### src/rtl/fp_mul_pkg.sv
// Shared single-precision types and constants for the multiplier scheduler.
package fp_mul_pkg;

    localparam int E    = 8;
    localparam int M    = 23;
    localparam int BITS = 1 + E + M;
    localparam int BIAS = 2**(E-1) - 1;

    typedef struct packed {
        logic         sign;
        logic [E-1:0] exp;
        logic [M-1:0] man;
    } fp_t;

    typedef struct packed {
        logic zero;
        logic underflow;
        logic overflow;
        logic nan;
    } fp_flags_t;

    localparam fp_t QNAN    = '{sign: 1'b0, exp: {E{1'b1}}, man: {1'b1, {(M-1){1'b0}}}};
    localparam fp_t POS_INF = '{sign: 1'b0, exp: {E{1'b1}}, man: '0};

endpackage

### src/rtl/fp_mul_core.sv
// Combinational single-precision multiply: truncating, no rounding, flags for
// zero / underflow / overflow / NaN with priority nan > zero > overflow > underflow.
module fp_mul_core
    import fp_mul_pkg::*;
(
    input  fp_t       x,
    input  fp_t       y,
    output fp_t       result,
    output fp_flags_t flags
);

    localparam logic signed [E+1:0] EXP_TOP  = (E+2)'(2**E - 1);
    localparam logic signed [E+1:0] EXP_ZERO = '0;

    logic                  sign;
    logic [2*M+1:0]        prod;
    logic                  norm;
    logic [M-1:0]          man_n;
    logic signed [E+1:0]   exp_s;
    logic                  any_nan;
    logic                  any_zero;
    logic                  unused_low;

    always_comb begin
        sign  = x.sign ^ y.sign;
        prod  = (2*M+2)'({1'b1, x.man}) * (2*M+2)'({1'b1, y.man});
        norm  = prod[2*M+1];
        man_n = norm ? prod[2*M -: M] : prod[2*M-1 -: M];
        // Two guard bits so the biased sum can be tested for both <= 0 and >= all-ones.
        exp_s = signed'({2'b00, x.exp} + {2'b00, y.exp}
                        + {{(E+1){1'b0}}, norm} - (E+2)'(BIAS));
    end

    assign unused_low = ^prod[M-1:0];

    always_comb begin
        any_nan  = ((&x.exp) && (|x.man)) || ((&y.exp) && (|y.man));
        any_zero = ((~|x.exp) && (~|x.man)) || ((~|y.exp) && (~|y.man));
        flags    = '0;
        result   = '{sign: sign, exp: exp_s[E-1:0], man: man_n};
        if (any_nan) begin
            result    = QNAN;
            flags.nan = 1'b1;
        end else if (any_zero) begin
            result     = '{sign: sign, exp: '0, man: '0};
            flags.zero = 1'b1;
        end else if (exp_s >= EXP_TOP) begin
            result         = POS_INF;
            result.sign    = sign;
            flags.overflow = 1'b1;
        end else if (exp_s <= EXP_ZERO) begin
            result          = '{sign: sign, exp: '0, man: '0};
            flags.underflow = 1'b1;
        end
    end

endmodule

### src/rtl/fp_mul_sched.sv
// Round-robin scheduler sharing one FP multiplier among NREQ requesters through
// a two-register pipeline. Optional counters under macro FPMUL_SCHED_STATS_EN.
module fp_mul_sched
    import fp_mul_pkg::*;
#(
    parameter int NREQ = 4,
    parameter int IDW  = $clog2(NREQ)
) (
    input  logic                 clk,
    input  logic                 reset,
    input  logic [NREQ-1:0]      req_valid,
    output logic [NREQ-1:0]      req_ready,
    input  logic [NREQ*BITS-1:0] req_x,
    input  logic [NREQ*BITS-1:0] req_y,
    output logic                 resp_valid,
    input  logic                 resp_ready,
    output logic [IDW-1:0]       resp_id,
    output logic [BITS-1:0]      resp_result,
    output logic                 resp_zero,
    output logic                 resp_underflow,
    output logic                 resp_overflow,
    output logic                 resp_nan,
`ifdef FPMUL_SCHED_STATS_EN
    output logic [31:0]          stat_ops,
    output logic [31:0]          stat_stall,
`endif
    output logic                 busy
);

    logic [IDW-1:0] rr_ptr;
    logic [IDW-1:0] grant_id;
    logic [IDW:0]   scan_idx;
    logic           grant_found;
    logic           accept;
    logic           stall_b;
    logic           adv_a;
    logic           adv_b;

    fp_t            sel_x;
    fp_t            sel_y;
    fp_t            x_a;
    fp_t            y_a;
    logic [IDW-1:0] id_a;
    logic           vld_a;

    fp_t            res_core;
    fp_flags_t      flags_core;
    fp_t            res_b;
    fp_flags_t      flags_b;
    logic [IDW-1:0] id_b;
    logic           vld_b;

    // First valid requester at or after rr_ptr, wrapping modulo NREQ.
    always_comb begin
        grant_found = 1'b0;
        grant_id    = '0;
        scan_idx    = '0;
        for (int k = 0; k < NREQ; k++) begin
            scan_idx = {1'b0, rr_ptr} + (IDW+1)'(k);
            if (scan_idx >= (IDW+1)'(NREQ)) begin
                scan_idx = scan_idx - (IDW+1)'(NREQ);
            end
            if (!grant_found && req_valid[scan_idx[IDW-1:0]]) begin
                grant_found = 1'b1;
                grant_id    = scan_idx[IDW-1:0];
            end
        end
    end

    always_comb begin
        sel_x = '0;
        sel_y = '0;
        for (int i = 0; i < NREQ; i++) begin
            if (grant_id == IDW'(i)) begin
                sel_x = req_x[i*BITS +: BITS];
                sel_y = req_y[i*BITS +: BITS];
            end
        end
    end

    assign stall_b = vld_b & ~resp_ready;
    assign adv_b   = ~stall_b;
    assign adv_a   = ~vld_a | adv_b;
    assign accept  = grant_found & adv_a & ~reset;

    always_comb begin
        req_ready = '0;
        for (int i = 0; i < NREQ; i++) begin
            req_ready[i] = accept && (grant_id == IDW'(i));
        end
    end

    always_ff @(posedge clk or posedge reset) begin
        if (reset) begin
            rr_ptr <= '0;
        end else if (accept) begin
            rr_ptr <= (grant_id == IDW'(NREQ-1)) ? '0 : grant_id + 1'b1;
        end
    end

    // Stage A: operand register.
    always_ff @(posedge clk or posedge reset) begin
        if (reset) begin
            vld_a <= 1'b0;
            x_a   <= '0;
            y_a   <= '0;
            id_a  <= '0;
        end else if (adv_a) begin
            vld_a <= accept;
            if (accept) begin
                x_a  <= sel_x;
                y_a  <= sel_y;
                id_a <= grant_id;
            end
        end
    end

    fp_mul_core u_core (
        .x      (x_a),
        .y      (y_a),
        .result (res_core),
        .flags  (flags_core)
    );

    // Stage B: result register, which directly drives the response channel.
    always_ff @(posedge clk or posedge reset) begin
        if (reset) begin
            vld_b   <= 1'b0;
            res_b   <= '0;
            flags_b <= '0;
            id_b    <= '0;
        end else if (adv_b) begin
            vld_b <= vld_a;
            if (vld_a) begin
                res_b   <= res_core;
                flags_b <= flags_core;
                id_b    <= id_a;
            end
        end
    end

    assign resp_valid     = vld_b;
    assign resp_id        = id_b;
    assign resp_result    = res_b;
    assign resp_zero      = flags_b.zero;
    assign resp_underflow = flags_b.underflow;
    assign resp_overflow  = flags_b.overflow;
    assign resp_nan       = flags_b.nan;
    assign busy           = vld_a | vld_b;

`ifdef FPMUL_SCHED_STATS_EN
    always_ff @(posedge clk or posedge reset) begin
        if (reset) begin
            stat_ops   <= '0;
            stat_stall <= '0;
        end else begin
            if (vld_b && resp_ready) begin
                stat_ops <= stat_ops + 32'd1;
            end
            if (stall_b) begin
                stat_stall <= stat_stall + 32'd1;
            end
        end
    end
`else
    // Statistics counters are absent from this build.
`endif

endmodule

### config.mk
export PLATFORM = sky130hd
export DESIGN_NAME = fp_mul_sched
export DESIGN_NICKNAME = d
export VERILOG_FILES = /design/src/rtl/fp_mul_pkg.sv /design/src/rtl/fp_mul_core.sv /design/src/rtl/fp_mul_sched.sv
export SDC_FILE = /design/constraint.sdc
export NUM_CORES = 2
export LEC_CHECK = 0
export ABC_AREA = 1
export ABC_CLOCK_PERIOD_IN_PS = 9300
export CAP_MARGIN = 30
export CORE_MARGIN = 2
export CORE_UTILIZATION = 55
export CTS_CLUSTER_DIAMETER = 60
export CTS_CLUSTER_SIZE = 12
export DETAILED_ROUTE_END_ITERATION = 8
export MAX_ROUTING_LAYER = met4
export PLACE_DENSITY = 0.89
export SLEW_MARGIN = 0
export SYNTH_ARGS = -nofsm -noshare
export SYNTH_HDL_FRONTEND = slang
export SYNTH_SLANG_ARGS = --single-unit
### constraint.sdc
create_clock -name clk -period 9.3 [get_ports clk]
set_clock_uncertainty 0.2 [all_clocks]
set_input_delay 1.395 -clock clk [delete_from_list [all_inputs] [get_ports clk]]
set_output_delay 1.395 -clock clk [all_outputs]
set_load 0.005 [all_outputs]
## Word level (Yosys, flattened, before mapping)

Index checks and enable logic that the tools add are counted.

| word-level totals | value |
|---|---|
| memories kept | 0 |
| bits in latches | 0 |
| output and inout bits | 44 |
| bits in registers | 108 |
| ROM bits | 0 |
| RAM bits | 0 |

| operators by class | value |
|---|---|
| divide/modulo/power cells | 0 |
| multipliers | 1 |
| equality and inequality tests | 3 |
| reduce and logical (&&, ||, !) cells | 29 |
| bitwise operators | 10 |
| mux-type cells | 41 |
| $add $sub $neg | 11 |
| shift operators | 0 |
| magnitude comparators | 10 |

Operators with widths:

| kind | number |
|---|---|
| $mux 32 | 9 |
| $mux 31 | 3 |
| $mul 24x24->48 | 1 |
| $reduce_or 23->1 | 2 |
| $mux 23 | 1 |
| $mux 2 | 10 |
| $reduce_and 8->1 | 2 |
| $reduce_or 8->1 | 2 |
| $mux 1 | 13 |
| $lt 2x3->1 const B | 4 |
| $logic_and 1x1->1 | 11 |
| $add 10x1->10 | 1 |
| $ge 10x9->1 const B | 1 |
| $le 10x1->1 const B | 1 |
| $sub 10x7->10 const B | 1 |
| $add 8x8->9 | 1 |
| $ge 3x3->1 const B | 3 |
| $bmux 1 s2 | 4 |
| $sub 2x1->2 const B | 4 |
| $logic_not 1->1 | 7 |
| $add 2x2->3 const B | 2 |
| $eq 2x2->1 const B | 2 |
| $not 1->1 | 4 |
| $reduce_and 2->1 | 2 |
| other kinds (10) | 14 |

## Depth between registers and ports, before layout

| depth | value |
|---|---|
| depth after elaboration | 19 |
| depth in mapped cells | 51 |

## Modules after synthesis

From an unflattened synthesis, not the netlist that was laid out.

| unflattened totals | value |
|---|---|
| cells, all modules | 3868 |
| area total of the unflattened synthesis | 27606.5 um2 |

By module, submodules not included:

| module | area each (um2) | times used | sequential area each (um2) | cells an instance |
|---|---|---|---|---|
| fp_mul_core | 21370.5 | 1 | 0.0 | 2994 |
| fp_mul_sched | 6236.0 | 1 | 2702.6 | 874 |

## Worst setup path after synthesis

Ideal clock, no wire load.

| timing path | value |
|---|---|
| path type | register to register |
| from | register x_a[20] (netlist bit) |
| to | register res_b, in the netlist resp_result[23] |
| data required time | 8.967 ns |
| buffers on the path | 4 |
| setup slack | 1.343 ns |
| cell stages (with the launch flop) | 44 |
| setup time | 0.133 ns |
| period minus slack after synthesis | 7.957 ns |
| data arrival time | 7.624 ns |
| cells stage by stage | dfrtp_1 -> clkbuf_1 -> clkbuf_1 -> nand2_1 -> fa_1 -> inv_1 -> fa_1 -> inv_1 -> fa_1 -> inv_1 -> fa_1 -> fa_1 -> fa_1 -> inv_1 -> fa_1 -> inv_1 -> ha_1 -> nand2_1 -> (+8 left out) -> buf_2 -> ha_1 -> inv_1 -> ha_1 -> inv_1 -> nor2_1 -> nand3_1 -> nor2_2 -> nand3_1 -> nand2_1 -> nand2_1 -> nand2_1 -> nand2_1 -> nand2_1 -> buf_2 -> o21ai_0 -> nand2_1 -> nand3_1 |

| between the ends | value |
|---|---|
| cells in the longest elaborated chain, start to end | 8 |
| elaborated cells between the ends (all ways) | 15 |
| classes of those cells | add/sub (2); mul (1); order compare (2); mux (4); reduce/logical (6) |

Ends and longest elaborated chain:

| item | RTL line | text |
|---|---|---|
| from (decl) | fp_mul_sched.sv:41 | `fp_t x_a;` |
| from (signal assigned) | fp_mul_sched.sv:111 | `x_a <= sel_x;` |
| $mul 24x24->48 | fp_mul_core.sv:26 | `prod = (2*M+2)'({1'b1, x.man}) * (2*M+2)'({1'b1, y.man});` |
| $add 10x1->10 | fp_mul_core.sv:31 | `+ {{(E+1){1'b0}}, norm} - (E+2)'(BIAS));` |
| $sub 10x7->10 | fp_mul_core.sv:31 |  |
| $le 10x1->1 | fp_mul_core.sv:51 | `end else if (exp_s <= EXP_ZERO) begin` |
| $mux 31 | fp_mul_core.sv:51 |  |
| $mux 31 | fp_mul_core.sv:47 | `end else if (exp_s >= EXP_TOP) begin` |
| $mux 31 | fp_mul_core.sv:44 | `end else if (any_zero) begin` |
| $mux 32 (*) | fp_mul_core.sv:41 | `if (any_nan) begin` |
| to (signal assigned) | fp_mul_sched.sv:135 | `res_b <= res_core;` |
| to (decl) | fp_mul_sched.sv:48 | `fp_t res_b;` |

Mark *: on every way between the ends. The rest lies on a longest branch, timed or not.
A chain may end at the register's enable or synchronous reset.

## Final worst setup path

| timing path | value |
|---|---|
| from | register y_a[4] (netlist bit) |
| to | register res_b, in the netlist resp_result[4] |

| between the ends | value |
|---|---|
| cells in the longest elaborated chain, start to end | 8 |
| elaborated cells between the ends (all ways) | 16 |
| classes of those cells | add/sub (2); mul (1); order compare (2); mux (5); reduce/logical (6) |

Ends and longest elaborated chain:

| item | RTL line | text |
|---|---|---|
| from (decl) | fp_mul_sched.sv:42 | `fp_t y_a;` |
| from (signal assigned) | fp_mul_sched.sv:112 | `y_a <= sel_y;` |
| $mul 24x24->48 | fp_mul_core.sv:26 |  |
| $add 10x1->10 | fp_mul_core.sv:31 |  |
| $sub 10x7->10 | fp_mul_core.sv:31 |  |
| $le 10x1->1 | fp_mul_core.sv:51 |  |
| $mux 31 | fp_mul_core.sv:51 |  |
| $mux 31 | fp_mul_core.sv:47 |  |
| $mux 31 | fp_mul_core.sv:44 |  |
| $mux 32 (*) | fp_mul_core.sv:41 |  |

Marks and branches as above.

==> results.yml <==
run_status:
  outcome: "finished, final reports clean"
global_routing:
  grt_pass1_vias: 25806
  antenna_found_initial: 1
  met2_usage_pct: 59.0
  met3_usage_pct: 4.92
  grtUsageTotal_pct: 34.8
  grt_pass1_wl_um: 132000
  grt_remaining_overflow: 0
  grt_max_degree: 74
  met1_usage_pct: 39.1
  busiest_layer: "met2"
timing:
  min_period_ns: 8.52
  finalCritPeriodShare_pct: 91.6
  slew_headroom_pct: 35.0
  max_freq_mhz: 117
  final_hold_viol_count: 0
  setup_viol: 0
  maxSlewViolCount: 0
  worstMarginPinSlew_ns: 0.960
  rsz0062_at_grt: "false"
  setup_tns_ns: 0
logic_synthesis:
  synth_top_cell_area_share_pct: 36.0
  syn_avg_cell_area_um2: 7.48
  synthFlopType: "dfrtp_1"
  syn_nets: 4515
  seq_area_frac_synth_pct: 10.1
  synth_cells: 3587
  synth_area_um2: 26800
  yosysTopAreaCell: "fa_1"
  async_reset_ff_share_pct: 100
  ys_types: 43
  yosys-top-cells-area: "fa_1 (36%), nand2_1 (14%), inv_1 (14%)"
  ys_ff_latch: 108
  yosysWarningCount: 0
  synth_edf_count: 0
placed_design:
  post-dp-hpwl_um: 67100
  gp_congestion: 1.01
  dpl.cell_count: 4361
  portBuffers: 306
floorplanning:
  design.die.area_um2: 50500
  die_h_um: 225
  io_pins: 307
  coreArea_um2: 47900
  die_x_um: 225
  rows: 80
  start_util_pct: 55.9
finish:
  finalNetCount: 4694
  drive_gt1_share_pct: 4.08
  area_growth_pct: 14.8
  fillers: 3817
  layout.cells.non_filler: 4387
min_path:
  min_to: "resp_result[3]"
  hold_start: "resp_result[3]"
  hold_class: "reg2reg"
  hold_depth: 2
routing:
  wl_per_cell_um: 18.8
  vias: 24320
  routed_wl_um: 82400
  viasPerCell: 5.54
  ant_nets: 0
  drtPass1Iterations: 6
  drtIter0Drc: 2085
  drc: 0
setup_path:
  cp_common_cell: "nand2_1"
  critical_path_class: "reg2reg"
  ff2ff_path_depth: 40
  rrSetupSlack_ns: 0.78
  required_ns: 9.42
  cpPeakStageDelay_ns: 0.72
  crit_fanout: 21
  cp_slowest_cell: "dfrtp_2"
  startpoint: "y_a[4]"
  cp-start-kind: "flip-flop"
  cp-end-kind: "flip-flop"
  timing.rr.end: "resp_result[4]"
  arrival_ns: 8.64
  rr_startpoint: "y_a[4]"
clock_network:
  numCtsBuffers: 9
  cts_sinks: 108
  cts-root-buf: "clkbuf_16"
  cts_tree: "built"
  htreeDepth: 3
  post_cts_buffers: 0
  clk_pin_slew_worst_paths_ns: 0.08
  clockBufferDepth: 2
  clk_latency_ns: 0.39
flow_run:
  cap_violations: 0
## kinds of logic (layout without fill, tap and decap cells)
kind of cell | count (synthesis) | count (layout) | share of synthesized area [%]
other | 0 | 1 | 0
adders and majority gates | 665 | 665 | 44.5
DFF | 108 | 108 | 10.1
buffers and inverters | 1169 | 1353 | 16.8
xor gates and xnor gates | 21 | 21 | 0.686
and+or+nand+nor | 1332 | 1332 | 19.7
AOI/OAI and AO/OA | 292 | 292 | 8.17
## repair_timing
action,in CTS,in global routing
hold buffers,0,0
setup endpoints to repair,0,27
resized for setup,0,22
## how the worst max path moves through the flow
stage | endpoint | slack, ns | cells past startpoint
floorplan | resp_result[23] | 1.34 | 43
global placement | resp_result[2] | 0.69 | 41
detailed placement | resp_result[15] | 0.56 | 40
CTS | resp_result[4] | 0.52 | 40
global route | resp_result[4] | 0.05 | 42
finish | resp_result[4] | 0.78 | 40
## per-stage QoR
step	worst slack, ns	hold slack, ns	instance area (um^2)	utilization [%]
CTS	0.524	0.295	30600	63.7
floorplan	1.34	0.263	26800	-
finish	0.778	0.293	30800	64.2
global route	0.0485	0.313	30800	64.2
global placement	0.694	0.271	30200	62.9
detailed placement	0.562	0.272	30300	63.1
## final cells by class
type | instances | area [um^2] | area share, %
repair buffers | 364 | 3720 | 12.1
multi-input cells | 2310 | 19600 | 63.7
clock buffers | 10 | 239 | 0.776
inverters | 973 | 3650 | 11.9
flip-flops and latches | 108 | 2730 | 8.86
diodes | 1 | 2.50 | 0.00813
well taps | 615 | 769 | 2.50
clock inverters | 6 | 56.3 | 0.183
## Yosys cell counts (12+ instances only)
library cell / count
o21bai_1: 15
nand4_1: 22
inv_1: 966
clkbuf_1: 169
buf_6: 15
ha_1: 183
o31ai_1: 35
a21oi_1: 48
nand2_1: 1009
fa_1: 482
xnor2_1: 12
nor3_1: 14
a221oi_1: 64
dfrtp_1: 108
o21ai_0: 34
nor2_1: 176
nand3_1: 78
a22oi_1: 43
## worst max-delay path, delay by kind of cell (launching register included)
family / cells / cell delay, ns
AO/OA/AOI/OAI: 1 / 0.24
adder cells (fa/ha/maj): 10 / 4.15
buffers and inverters: 8 / 0.79
flip-flops: 1 / 0.72
AND/OR/NAND/NOR: 21 / 2.31
## cells in the final DEF (no fill, tap or decap), types with 5 or more instances in the layout
master           instances
nor4_1                  10
nand4_1                 22
o21ai_0                 34
clkbuf_16                9
o31ai_2                  9
o311ai_2                 5
o21ai_2                 10
nand2_1               1009
nand3_1                 78
a221oi_1                64
ha_1                   181
o311ai_1                10
a22oi_1                 43
a21oi_1                 48
dfrtp_1                 86
nor2_1                 175
nor3_1                  14
nand3b_1                 6
clkdlybuf4s50_1        306
inv_1                  964
buf_16                  10
dfrtp_2                 22
xnor2_1                 12
o311ai_0                 5
fa_1                   482
o21bai_1                15
xor2_1                   9
o31ai_1                 35
buf_4                   45
inv_2                    8
nand2_2                  5
## per-layer routing
metal	wire length, um	up-vias
met5	0	-
met4	6190	0
met3	6450	377
met2	40800	1350
met1	28900	11695
li1	-	10898
## sequential cells by signal (all words and copies together), names as in the netlist
signal and flops:
rr_ptr 2, y_a 32, resp_valid 1, vld_a 1, resp_nan 1, resp_underflow 1
resp_zero 1, resp_id 2, resp_overflow 1, x_a 32, resp_result 32, id_a 2
Power is not shown: default switching activity piles up to over one toggle a cycle in this logic, so the estimate is an artifact.
